[src/rtl/tuner_phy_pkg.sv]
// Shared types and constants for the tuner search PHY and its row sequencer.
// Latency: n/a (package only).
// Backpressure: n/a (package only).
package tuner_phy_pkg;

  // Row sequencer FSM states, exported on the monitor port.
  typedef enum logic [2:0] {
    IDLE,
    SEL,
    TRIG,
    WAIT,
    EVAL,
    NEXT,
    FIN
  } row_seq_state_e;

  // Default per-channel wait for a peak report before giving up on a ring.
  localparam int ROW_SEQ_TIMEOUT_DEFAULT = 4096;

endpackage

[src/rtl/tuner_peak_select.sv]
// Picks the highest-power entry among the first cnt peak slots.
// Latency: purely combinational.
// Backpressure: none; the result follows the inputs.
module tuner_peak_select #(
  parameter int NUM_TARGET = 4,
  parameter int DAC_WIDTH  = 8,
  parameter int ADC_WIDTH  = 8,
  localparam int CNT_W     = $clog2(NUM_TARGET + 1)
) (
  input  logic [CNT_W-1:0]                     cnt,
  input  logic [NUM_TARGET-1:0][DAC_WIDTH-1:0] tunes,
  input  logic [NUM_TARGET-1:0][ADC_WIDTH-1:0] powers,
  output logic                                 found,
  output logic [DAC_WIDTH-1:0]                 tune,
  output logic [ADC_WIDTH-1:0]                 power
);

  logic [CNT_W-1:0] eff_cnt;

  // Linear scan; strict greater-than keeps the lowest index on equal power.
  always_comb begin
    eff_cnt = (cnt > CNT_W'(NUM_TARGET)) ? CNT_W'(NUM_TARGET) : cnt;
    found   = 1'b0;
    tune    = '0;
    power   = '0;
    for (int i = 0; i < NUM_TARGET; i++) begin
      if ((CNT_W'(i) < eff_cnt) && (!found || (powers[i] > power))) begin
        found = 1'b1;
        tune  = tunes[i];
        power = powers[i];
      end
    end
  end

endmodule

[src/rtl/tuner_row_search_seq.sv]
// Runs one peak search per enabled ring of a row, strictly one channel at a time.
// Latency: per channel 1 SEL + 1 TRIG + N WAIT + 1 EVAL + 1 NEXT, plus 1 FIN cycle per sweep.
// Backpressure: trigger held until trig_rdy; peak report accepted in the cycle it is valid.
module tuner_row_search_seq
  import tuner_phy_pkg::*;
#(
  parameter int NUM_CHANNEL    = 2,
  parameter int NUM_TARGET     = 4,
  parameter int DAC_WIDTH      = 8,
  parameter int ADC_WIDTH      = 8,
  parameter int TIMEOUT_CYCLES = ROW_SEQ_TIMEOUT_DEFAULT,
  localparam int CNT_W         = $clog2(NUM_TARGET + 1),
  localparam int CH_W          = (NUM_CHANNEL > 1) ? $clog2(NUM_CHANNEL) : 1,
  localparam int TO_W          = (TIMEOUT_CYCLES > 1) ? $clog2(TIMEOUT_CYCLES) : 1
) (
  input  logic                                                  i_clk,
  input  logic                                                  i_rst,
  input  logic                                                  i_start,
  input  logic [NUM_CHANNEL-1:0]                                i_ch_en,
  output logic                                                  o_busy,
  output logic                                                  o_done,
  output logic [NUM_CHANNEL-1:0]                                o_search_trig_val,
  input  logic [NUM_CHANNEL-1:0]                                i_search_trig_rdy,
  input  logic [NUM_CHANNEL-1:0]                                i_search_peaks_val,
  output logic [NUM_CHANNEL-1:0]                                o_search_peaks_rdy,
  input  logic [NUM_CHANNEL-1:0][CNT_W-1:0]                     i_search_peaks_cnt,
  input  logic [NUM_CHANNEL-1:0][NUM_TARGET-1:0][DAC_WIDTH-1:0] i_search_tune_peaks,
  input  logic [NUM_CHANNEL-1:0][NUM_TARGET-1:0][ADC_WIDTH-1:0] i_search_pwr_peaks,
  output logic [NUM_CHANNEL-1:0][DAC_WIDTH-1:0]                 o_ch_tune,
  output logic [NUM_CHANNEL-1:0][ADC_WIDTH-1:0]                 o_ch_pwr,
  output logic [NUM_CHANNEL-1:0]                                o_ch_found,
  output logic [NUM_CHANNEL-1:0]                                o_ch_timeout,
  output logic [CH_W-1:0]                                       o_mon_ch,
  output row_seq_state_e                                        o_mon_state
);

  localparam logic [CH_W-1:0] LAST_CH = CH_W'(NUM_CHANNEL - 1);
  localparam logic [TO_W-1:0] TO_LAST = TO_W'(TIMEOUT_CYCLES - 1);

  row_seq_state_e                       state_q, state_d;
  logic [CH_W-1:0]                      ch_q;
  logic [NUM_CHANNEL-1:0]               mask_q;
  logic [TO_W-1:0]                      to_cnt_q;
  logic [CNT_W-1:0]                     pk_cnt_q;
  logic [NUM_TARGET-1:0][DAC_WIDTH-1:0] pk_tune_q;
  logic [NUM_TARGET-1:0][ADC_WIDTH-1:0] pk_pwr_q;
  logic                                 sel_found;
  logic [DAC_WIDTH-1:0]                 sel_tune;
  logic [ADC_WIDTH-1:0]                 sel_pwr;
  logic                                 last_ch;
  logic                                 expire;

  assign last_ch     = (ch_q == LAST_CH);
  assign expire      = (to_cnt_q == TO_LAST);
  assign o_mon_ch    = ch_q;
  assign o_mon_state = state_q;

  tuner_peak_select #(
    .NUM_TARGET (NUM_TARGET),
    .DAC_WIDTH  (DAC_WIDTH),
    .ADC_WIDTH  (ADC_WIDTH)
  ) u_peak_select (
    .cnt    (pk_cnt_q),
    .tunes  (pk_tune_q),
    .powers (pk_pwr_q),
    .found  (sel_found),
    .tune   (sel_tune),
    .power  (sel_pwr)
  );

  // FSM state register; reset drops any live trigger immediately.
  always_ff @(posedge i_clk or posedge i_rst) begin
    if (i_rst) state_q <= IDLE;
    else       state_q <= state_d;
  end

  // Next-state and handshake outputs; only the current channel ever sees trig/rdy.
  always_comb begin
    state_d            = state_q;
    o_busy             = 1'b0;
    o_done             = 1'b0;
    o_search_trig_val  = '0;
    o_search_peaks_rdy = '0;
    case (state_q)
      IDLE: begin
        if (i_start) state_d = (i_ch_en == '0) ? FIN : SEL;
      end
      SEL: begin
        o_busy = 1'b1;
        if (mask_q[ch_q]) state_d = TRIG;
        else if (last_ch) state_d = FIN;
      end
      TRIG: begin
        o_busy                  = 1'b1;
        o_search_trig_val[ch_q] = 1'b1;
        if (i_search_trig_rdy[ch_q]) state_d = WAIT;
      end
      WAIT: begin
        o_busy = 1'b1;
        if (i_search_peaks_val[ch_q]) begin
          o_search_peaks_rdy[ch_q] = 1'b1;
          state_d                  = EVAL;
        end else if (expire) begin
          state_d = NEXT;
        end
      end
      EVAL: begin
        o_busy  = 1'b1;
        state_d = NEXT;
      end
      NEXT: begin
        o_busy  = 1'b1;
        state_d = last_ch ? FIN : SEL;
      end
      FIN: begin
        o_done  = 1'b1;
        state_d = IDLE;
      end
      default: state_d = IDLE;
    endcase
  end

  // Channel pointer, timeout counter, captured report and published results.
  always_ff @(posedge i_clk or posedge i_rst) begin
    if (i_rst) begin
      ch_q         <= '0;
      mask_q       <= '0;
      to_cnt_q     <= '0;
      pk_cnt_q     <= '0;
      pk_tune_q    <= '0;
      pk_pwr_q     <= '0;
      o_ch_tune    <= '0;
      o_ch_pwr     <= '0;
      o_ch_found   <= '0;
      o_ch_timeout <= '0;
    end else begin
      case (state_q)
        IDLE: begin
          if (i_start) begin
            mask_q <= i_ch_en;
            ch_q   <= '0;
            // Disabled channels keep the results of their last sweep.
            for (int c = 0; c < NUM_CHANNEL; c++) begin
              if (i_ch_en[c]) begin
                o_ch_tune[c]    <= '0;
                o_ch_pwr[c]     <= '0;
                o_ch_found[c]   <= 1'b0;
                o_ch_timeout[c] <= 1'b0;
              end
            end
          end
        end
        SEL: begin
          if (!mask_q[ch_q] && !last_ch) ch_q <= ch_q + CH_W'(1);
        end
        TRIG: begin
          to_cnt_q <= '0;
        end
        WAIT: begin
          to_cnt_q <= to_cnt_q + TO_W'(1);
          // A report arriving on the expiry cycle still counts as found.
          if (i_search_peaks_val[ch_q]) begin
            pk_cnt_q  <= i_search_peaks_cnt[ch_q];
            pk_tune_q <= i_search_tune_peaks[ch_q];
            pk_pwr_q  <= i_search_pwr_peaks[ch_q];
          end else if (expire) begin
            o_ch_timeout[ch_q] <= 1'b1;
            o_ch_found[ch_q]   <= 1'b0;
          end
        end
        EVAL: begin
          o_ch_found[ch_q] <= sel_found;
          o_ch_tune[ch_q]  <= sel_tune;
          o_ch_pwr[ch_q]   <= sel_pwr;
        end
        NEXT: begin
          if (!last_ch) ch_q <= ch_q + CH_W'(1);
        end
        default: ;
      endcase
    end
  end

endmodule

[config.mk]
export PLATFORM = sky130hd
export DESIGN_NAME = tuner_row_search_seq
export DESIGN_NICKNAME = d
export VERILOG_FILES = /design/src/rtl/tuner_phy_pkg.sv /design/src/rtl/tuner_peak_select.sv /design/src/rtl/tuner_row_search_seq.sv
export SDC_FILE = /design/constraint.sdc
export NUM_CORES = 1
export LEC_CHECK = 0
export CORE_MARGIN = 2
export CORE_UTILIZATION = 44
export DETAILED_ROUTE_END_ITERATION = 16
export GPL_TIMING_DRIVEN = 0
export HOLD_SLACK_MARGIN = 0.06
export PLACE_DENSITY = 0.85
export REMOVE_ABC_BUFFERS = 1
export SYNTH_ARGS = -nofsm -noshare
export SYNTH_HDL_FRONTEND = slang
export SYNTH_SLANG_ARGS = --single-unit
[constraint.sdc]
create_clock -name i_clk -period 4.7 [get_ports i_clk]
set_input_delay 0.94 -clock i_clk [delete_from_list [all_inputs] [get_ports i_clk]]
set_output_delay 0.94 -clock i_clk [all_outputs]
set_load 0.01 [all_outputs]
### Word-level counts from Yosys, hierarchy flattened

Cells that the tools add are included.

| word-level totals | value |
|---|---|
| output and inout port bits | 46 |
| logic and storage cells | 148 |
| input port bits | 143 |
| flip-flop bits (word level) | 121 |

| operators by class | value |
|---|---|
| add/sub/neg operators | 2 |
| reductions and logical operators | 31 |
| $lt $le $gt $ge | 10 |
| equality and inequality tests | 16 |
| mux-type cells | 65 |
| bitwise logic cells | 3 |

Operators by type and width:

| operator | number |
|---|---|
| $mux 32 | 4 |
| $mux 8 | 11 |
| $pmux 16 s2 | 2 |
| $mux 3 | 11 |
| $bwmux 16 | 2 |
| $gt 8x8->1 | 3 |
| $pmux 12 s2 | 1 |
| $reduce_and 5->1 | 4 |
| $mux 1 | 18 |
| $pmux 3 s6 | 1 |
| $mux 16 | 1 |
| $mux 2 | 8 |
| $ne 2x2->1 const B | 7 |
| $add 12x1->12 const B | 1 |
| $eq 12x12->1 const B | 1 |
| $eq 3x3->1 const B | 3 |
| $reduce_and 3->1 | 3 |
| $demux 8 s1 | 1 |
| $eq 3x2->1 const B | 2 |
| $lt 1x3->1 const A | 2 |
| $lt 2x3->1 const A | 2 |
| $ne 3x3->1 const B | 2 |
| $pmux 2 s3 | 1 |
| $reduce_bool 2->1 | 3 |
| other kinds (21) | 33 |

### Logic depth before layout (Yosys ltp)

Gate-level depths: netlist of the first run.

| logic depth | value |
|---|---|
| depth in word-level cells | 18 |
| depth in mapped cells | 27 |
| mapped depth without buffers | 22 |

### Hierarchy

From an unflattened synthesis of the first run, not the netlist that was laid out.

| unflattened totals | value |
|---|---|
| cells, all modules | 690 |
| area, all modules | 6820.3 µm² |

By module, submodules not included:

| module | area each (µm²) | sequential area each (µm²) | instances | cells each |
|---|---|---|---|---|
| tuner_row_search_seq | 5649.2 | 3027.9 | 1 | 526 |
| tuner_peak_select | 1171.1 | 0.0 | 1 | 164 |

### Worst setup path before layout of the first run

Ideal clock, no wire load.

| timing | value |
|---|---|
| kind | register -> register |
| start | register pk_cnt_q[1] |
| end | register o_ch_tune[15] (netlist bit) |
| library setup time | 0.095 ns |
| setup slack | -0.466 ns |
| arrival time | 5.071 ns |
| required time | 4.605 ns |
| stages on the path, launching flop included | 28 |
| clock period less this slack | 5.166 ns |
| path buffers | 5 |
| cell sequence | dfrtp_1 or3_1 clkbuf_1 and2_1 ha_1 nand4_1 o21ai_2 a31oi_4 and2_4 buf_6 buf_8 a21oi_1 ha_1 o21a_1 a21oi_2 a211oi_4 nand2_2 buf_2 o22ai_1 inv_1 ha_1 nand4_1 o221ai_1 a41o_1 nor2_1 buf_2 a22oi_1 o31ai_1 |

| on the way | value |
|---|---|
| longest elaborated chain between the ends | 18 |
| elaborated cells between the ends (all ways) | 30 |
| classes of those cells | order compare: 8; mux: 13; reduce/logical: 9 |

RTL lines:

| what | line | source |
|---|---|---|
| start, declared | tuner_row_search_seq.sv:44 | `logic [CNT_W-1:0] pk_cnt_q;` |
| start signal, assigned | tuner_row_search_seq.sv:163 | `pk_cnt_q <= i_search_peaks_cnt[ch_q];` |
| $gt 3x3->1 | tuner_peak_select.sv:22 | `eff_cnt = (cnt > CNT_W'(NUM_TARGET)) ? CNT_W'(NUM_TARGET) : cnt;` |
| $mux 3 (*) | tuner_peak_select.sv:22 |  |
| $lt 1x3->1 | tuner_peak_select.sv:27 | `if ((CNT_W'(i) < eff_cnt) && (!found \|\| (powers[i] > power))) begin` |
| $mux 8 / $mux 1 (equally long branches) | tuner_peak_select.sv:27 |  |
| $gt 8x8->1 / $logic_not 1->1 (equally long branches) | tuner_peak_select.sv:27 |  |
| $logic_or 1x1->1 | tuner_peak_select.sv:27 |  |
| $logic_and 1x1->1 | tuner_peak_select.sv:27 |  |
| $mux 8 / $mux 1 (equally long branches) | tuner_peak_select.sv:27 |  |
| [2 not listed] | - |  |
| $logic_and 1x1->1 | tuner_peak_select.sv:27 |  |
| $mux 8 / $mux 1 (equally long branches) | tuner_peak_select.sv:27 |  |
| $gt 8x8->1 / $logic_not 1->1 (equally long branches) | tuner_peak_select.sv:27 |  |
| $logic_or 1x1->1 | tuner_peak_select.sv:27 |  |
| $logic_and 1x1->1 | tuner_peak_select.sv:27 |  |
| $mux 8 (*) | tuner_peak_select.sv:27 |  |
| $bwmux 16 (*) | tuner_row_search_seq.sv:173 | `o_ch_tune[ch_q] <= sel_tune;` |
| $pmux 16 s2 (*) | tuner_row_search_seq.sv:137 | `case (state_q)` |
| end signal, assigned by index | tuner_row_search_seq.sv:173 |  |
| end, declared | tuner_row_search_seq.sv:29 | `output logic [NUM_CHANNEL-1:0][DAC_WIDTH-1:0] o_ch_tune,` |

Mark *: on every way between the ends. The rest lies on a longest branch, timed or not.
A chain may end at the register's enable or synchronous reset.

### Worst setup path in the final report of the first run

| timing | value |
|---|---|
| start | register pk_cnt_q[1] |
| end | register o_ch_tune[5] (netlist bit) |

Same word-level chain as after synthesis.

==> out/qor.txt, run 1 <==
H-tree Lvls: 4
DRC Markers: 0
n_diodes: 0
clock-pin slew on the worst setup and hold paths: 0.06 ns
YS warnings: 0
Layout Nets: 1084
vias in the first global route: 6516
gr usage total: 26.3%
die height: 128 µm
routed vias/inst: 6.16
Clock Path Buffers: 2
Avg Cell Area, Syn: 9.64 µm²
most common cell after layout, fill and taps aside: clkdlybuf4s50_1
Slew Limit Fails: 0
period utilization: 117%
Layout Skew: 0.00899 ns
first-pass GRT wire length: 33.6 mm
Post-synth EDFFs: 0
Critical Path Sink Type: flop
Core Region: 15100 µm²
antenna violations before repair: 0
sequential share of the synthesized area: 44.6%
via count: 6871
utilization after layout: 69.2%
final worst slack: -0.779 ns
Fmax: 183 MHz
pre-CTS setup slack: -2.11 ns
measured slew at the worst slew-check pin: 1.03 ns
root buf cell: clkbuf_16
Synth Flop Type: dfrtp_1
Slew Limit Headroom: 31.5%
CP required: 4.99 ns
final hold violations: 0
cells on worst reg2reg path: 25
Starting Density: 44.8%
Worst EP arrival: 5.76 ns
CP Class: flop to flop
PortBufs: 188
share of layout cells above drive strength 1: 19.4%
CTS Sinks: 121
Final Setup Violations: 32
die area: 16400 µm²
Hold WC Path Type: flop to flop
min Tclk post-route: 5.48 ns
# rows: 45
Inst Count DP: 1040
Netlist cell types: 62
Mapped Cells: 705
CTS tree: yes
Max-Cap Viols: 0
synthesized flop and latch total: 121
setup_tns: -21.17 ns
latest clock arrival within the worst-skew pair: 0.43 ns
CTS buffer count: 17
Reg area: 3030 µm²
DRT antenna net count: 0
largest net degree at the start of global routing: 72
Netlist Area Pre-Place: 6790 µm²
failing checks: negative setup slack
post-route insts no fill: 1116
area of the multi-input gates: 4110 µm²
Die W: 128 µm
total wire length: 23.2 mm
hold path depth: 2
unrepaired setup endpoints after global routing: true
Detailed Route Iter0 Violations: 751
Async SR Flop Fraction: 100%
Critical Path Start Type: flop
Layout area overhead: 54.4%
I/O pin count: 189
global route overflow: 0
Filler Cell Count: 1033
routability cong.: 0.852
status: finished, violations left
most frequent cells in the layout: 188 x clkdlybuf4s50_1, 119 x dfrtp_1, 93 x nor2_1
TritonRoute pass-1 iters: 6
CP Max Fanout: 9
DP Wirelength: 13.3 mm
drt wl/cell: 20.8 µm
## state kept, by name (all words and copies together) (netlist names)
name and flops:
mask_q 2, o_ch_timeout 2, pk_pwr_q 32, o_ch_pwr 16
pk_cnt_q 3, pk_tune_q 32, o_ch_tune 16, to_cnt_q 12
o_ch_found 2, o_mon_state 3, o_mon_ch 1
## worst max-delay path, cell delays in order (launching register included)
cell and delay [ns]:
dfrtp_1 0.42, or3_4 0.51, nand2_4 0.13, ha_2 0.31, nand4_4 0.15, o21ai_2 0.10, a31oi_4 0.20, buf_6 0.18
buf_12 0.11, a21oi_4 0.05, a21oi_1 0.21, ha_1 0.29, o21a_1 0.21, a21oi_4 0.23, buf_4 0.18, nand3_4 0.12
a32o_1 0.30, o22ai_4 0.19, ha_1 0.28, nor2b_1 0.16, o21bai_4 0.11, a41o_4 0.29, nor2_4 0.05, buf_6 0.15
a22oi_1 0.26, o31ai_1 0.15
## synth_stat cells, types with 2 or more instances
library cell	count	area, µm²
nor3b_1	3	22.5
a21oi_1	100	500
and3_1	3	18.8
o21ai_0	27	135
o21a_1	4	30.0
nand2_1	40	150
o31ai_1	20	150
mux2i_1	68	681
ha_1	25	313
dfrtp_1	121	3030
inv_1	8	30.0
nor2b_1	5	31.3
a32o_1	8	80.1
buf_2	17	85.1
nand4_1	6	37.5
nor2_2	2	12.5
nor2_1	95	357
nor3_1	6	30.0
o41ai_1	2	17.5
a21oi_2	2	17.5
buf_6	2	22.5
nand2b_1	4	25.0
o21ai_1	2	10.0
clkbuf_1	18	67.6
o211ai_1	2	15.0
o22ai_1	13	81.3
nand3_1	14	70.1
a21o_1	5	37.5
a22oi_1	33	248
a221oi_2	7	105
and2_1	2	12.5
buf_1	8	30.0
and2_4	2	17.5
a211oi_1	2	15.0
o21bai_1	2	15.0
## kinds of logic after synthesis
logic type / synth area share (%)
buffers and inverters: 3.79
muxes: 10.2
adders and majority gates: 4.60
and+or+nand+nor: 13.3
DFF: 44.6
AOI/OAI and AO/OA: 23.6
## stage by stage
| step | hold slack, ns | area [µm²] |
|---|---|---|
| final | 0.486 | 10500 |
| after global routing | 0.496 | 10500 |
| after CTS | 0.485 | 10100 |
| after detailed placement | 0.467 | 8830 |
| after global placement | 0.468 | 8690 |
| after floorplan | 0.445 | 6570 |
## cell type report
class / count / share of cell area, %
Clock inverter: 11 / 1.85
Clock buffer: 20 / 4.45
Multi-Input combinational cell: 531 / 39.2
Tap cell: 188 / 2.24
Sequential cell: 121 / 28.9
Timing Repair Buffer: 235 / 22.9
Inverter: 10 / 0.406
## timing repair
action | CTS | global route
hold buffers | 0 | 0
gates cloned | 3 | 2
resized for setup | 77 | 49
setup buffers | 28 | 12
pin swaps | 43 | 31
endpoints found under the setup margin | 32 | 32
## path summary, 6_finish.rpt
| kind | slack, ns | startpoint | end |
|---|---|---|---|
| worst max-delay path | -0.78 | pk_cnt_q[1] | o_ch_tune[5] |
| worst min-delay path | 0.49 | mask_q[1] | mask_q[1] |
| worst max register to register | -0.78 | pk_cnt_q[1] | o_ch_tune[5] |
| worst min register to register | 0.49 | mask_q[1] | mask_q[1] |
| max in group asynchronous | 3.06 | i_rst | pk_tune_q[23] |
| min in group asynchronous | 0.93 | i_rst | to_cnt_q[6] |
## metal layers
metal,global-route usage (%),wire [µm],vias up
met5,0,0,-
met3,6.05,1610,127
li1,-,-,3045
met4,13.1,1280,0
met2,44.6,11500,407
met1,31.5,8850,3292
Power of run 1 is left out: the tool's default activity adds up to more than one toggle a clock period on the data nets, which glitch-free logic cannot reach.
==> run 2, diff against run 1 <==
--- a/config.mk
+++ b/config.mk
@@ -12,6 +12,7 @@
 export HOLD_SLACK_MARGIN = 0.06
 export PLACE_DENSITY = 0.85
 export REMOVE_ABC_BUFFERS = 1
+export SLEW_MARGIN = 40
 export SYNTH_ARGS = -nofsm -noshare
 export SYNTH_HDL_FRONTEND = slang
 export SYNTH_SLANG_ARGS = --single-unit
==> run 2 against run 1 <==
- the flow still finishes with violations (negative setup slack)
- final area rose by 1.6%
- non-clock buffer count is 13 higher
- clock skew grew 0.00057 ns
- final cell count rose by 1.2%
- critical path depth down 3
- hold slack better by 0.0071 ns
- sequential share of layout area shrank 0.47 points
- via count rose by 0.71%
- global-route usage up 0.56 points
- sequential cell count unchanged
- register-to-register slack gained 0.07 ns
- critical path type unchanged
- count of clock-buffer cells in the layout rose by 1
==> out/qor.txt, run 2 (same netlist as run 1, synthesis figures left out) <==
n_diodes: 0 (unchanged)
Core Region: 15100 µm² (unchanged)
DRT antenna net count: 0 (unchanged)
I/O pin count: 189 (unchanged)
antenna violations before repair: 0 (unchanged)
most common cell after layout, fill and taps aside: clkdlybuf4s50_1 (unchanged)
Finished Cell Area: 10700 µm² (was 10500 µm²)
Die W: 128 µm (unchanged)
clock-pin slew on the worst setup and hold paths: 0.06 ns (about the same)
unrepaired setup endpoints after global routing: true (unchanged)
# rows: 45 (unchanged)
Starting Density: 44.8% (unchanged)
measured slew at the worst slew-check pin: 0.760 ns (was 1.03 ns)
Critical Path Start Type: flop (unchanged)
Detailed Route Iter0 Violations: 703 (was 751)
vias in the first global route: 6593 (was 6516)
CTS tree: yes (unchanged)
Inst Count DP: 1043 (was 1040)
DP Wirelength: 13.5 mm (was 13.3 mm)
global route overflow: 0 (unchanged)
CTS buffer count: 17 (unchanged)
via count: 6920 (was 6871)
Fmax: 185 MHz (was 183 MHz)
root buf cell: clkbuf_16 (unchanged)
gr usage total: 26.9% (was 26.3%)
Layout Nets: 1096 (was 1084)
period utilization: 115% (was 117%)
Slew Limit Fails: 0 (unchanged)
Critical Path Sink Type: flop (unchanged)
Top Registers: pk_pwr_q: 32 flops, pk_tune_q: 32 flops (unchanged)
post-route insts no fill: 1129 (was 1116)
share of layout cells above drive strength 1: 21.4% (was 19.4%)
worst-path cell chain: or3_4 -> and2_4 -> ha_4 -> nand4_1 -> o21ai_2 -> a31oi_4 -> bufbuf_16 -> a21oi_1 -> a21oi_1 -> ha_1 -> nand4_1 -> nor2_2 -> a211oi_4 -> buf_6 -> a32o_1 -> o22ai_2 -> ha_1 -> o21a_1 -> o221ai_2 -> a41o_4 -> nand2b_4 -> o31ai_1
CP required: 4.99 ns (about the same)
first-pass GRT wire length: 34.5 mm (was 33.6 mm)
total wire length: 23.8 mm (was 23.2 mm)
Post-CTS Hold Buffers: 0 (unchanged)
largest net degree at the start of global routing: 72 (unchanged)
setup_tns: -19.04 ns (was -21.17 ns)
final worst slack: -0.707 ns (was -0.779 ns)
hold path start: o_ch_timeout[1] (was mask_q[1])
die area: 16400 µm² (unchanged)
DRC Markers: 0 (unchanged)
Slew Limit Headroom: 49.2% (was 31.5%)
pre-CTS setup slack: -1.72 ns (was -2.11 ns)
H-tree Lvls: 4 (unchanged)
min Tclk post-route: 5.41 ns (was 5.48 ns)
routability cong.: 0.852 (unchanged)
worst r2r src: pk_cnt_q[1] (unchanged)
latest clock arrival within the worst-skew pair: 0.42 ns (was 0.43 ns)
TritonRoute pass-1 iters: 6 (unchanged)
Worst EP arrival: 5.70 ns (was 5.76 ns)
Clock Path Buffers: 2 (unchanged)
die height: 128 µm (unchanged)
Layout Skew: 0.00955 ns (was 0.00899 ns)
Largest stage delay, worst path: 0.50 ns (was 0.51 ns)
CP Class: flop to flop (unchanged)
final hold violations: 0 (unchanged)
routed vias/inst: 6.13 (was 6.16)
CTS Sinks: 121 (unchanged)
placed cell areas: 8890 µm² (was 8830 µm²)
drt wl/cell: 21.1 µm (was 20.8 µm)
Worst Path Buf+Inv: 2 (was 4)
status: finished, violations left (unchanged)
Hold WC Path Type: flop to flop (unchanged)
Final Setup Violations: 32 (unchanged)
most frequent cells in the layout: 188 x clkdlybuf4s50_1, 119 x dfrtp_1, 93 x nor2_1 (unchanged)
failing checks: negative setup slack (unchanged)
CP Max Fanout: 16 (was 9)
Max-Cap Viols: 0 (unchanged)
PortBufs: 188 (unchanged)
CP delay by family, top: compound AO/OA/AOI/OAI gates (unchanged)
CP max stage cell: or3_4 (unchanged)
crit path from: pk_cnt_q[1] (unchanged)
Layout area overhead: 56.9% (was 54.4%)
run 2: changes by cell type in the layout (fill, tap and decap cells not counted), sizes merged:
cell    previous run  this run
buf               46        57
bufbuf             0         1
bufinv             5         4
clkbuf            21        23
clkinv             6         5
inv                9        11
nand2             42        41
run 2: final cells by class:
cell class | count | area, µm²
Fill cell | 1058 | 4490
Multi-Input combinational cell | 530 | 4150
Sequential cell | 121 | 3030
Timing Repair Buffer | 248 | 2570
Clock buffer | 21 | 450
Tap cell | 188 | 235
Clock inverter | 11 | 169
Inverter | 10 | 45.0
run 2: final timing paths:
path	end	slack, ns	depth (start not counted)
setup / recovery	o_ch_tune[13]	-0.71	22
hold / removal	o_ch_timeout[1]	0.49	1
setup reg to reg	o_ch_tune[13]	-0.71	22
hold reg to reg	o_ch_timeout[1]	0.49	1
max in group asynchronous	pk_tune_q[9]	3.12	3
min in group asynchronous	to_cnt_q[7]	0.91	2
run 2: worst reg2reg max path, delay by kind of cell, from the launching register on:
kind / cells / cell delay, ns
simple gates: 6 / 1.32
fa+ha+maj: 3 / 0.88
flops: 1 / 0.41
buf+inv: 2 / 0.45
compound gates: 11 / 2.23
run 2: per-stage QoR:
stage,hold WS [ns],util [%]
after floorplan,0.445,-
after global placement,0.468,57.4
after detailed placement,0.483,58.7
after CTS,0.500,67.9
after global routing,0.514,70.4
final,0.493,70.4
run 2: per-layer routing:
metal	track usage [%]	wire (µm)
met4	12.6	1120
met1	33.5	9080
met3	5.38	1610
met2	44.9	12000
met5	0	0
run 2: what timing repair did:
| action | in CTS | in global routing |
|---|---|---|
| endpoints found under the hold margin | 0 | 0 |
| resized for setup | 97 | 37 |
| gates cloned | 3 | 2 |
| setup buffers | 35 | 14 |
| setup endpoints to repair | 32 | 32 |
| pin swaps | 33 | 33 |
Power of run 2 is left out for the same reason.
==> run 3, diff against run 2 <==
--- a/config.mk
+++ b/config.mk
@@ -7,6 +7,7 @@
 export LEC_CHECK = 0
 export CORE_MARGIN = 2
 export CORE_UTILIZATION = 44
+export CTS_CLUSTER_DIAMETER = 100
 export DETAILED_ROUTE_END_ITERATION = 16
 export GPL_TIMING_DRIVEN = 0
 export HOLD_SLACK_MARGIN = 0.06
==> constraint.sdc (replaced) <==
create_clock -name i_clk -period 4.7 [get_ports i_clk]
set_input_delay 0.94 -clock i_clk [delete_from_list [all_inputs] [get_ports i_clk]]
set_output_delay 0.94 -clock i_clk [all_outputs]
set_load 0.02 [all_outputs]
==> results of run 3 <==
Same layout as run 2: the final DEF is identical, and so are final timing and power.
Power of run 3 is left out for the same reason.
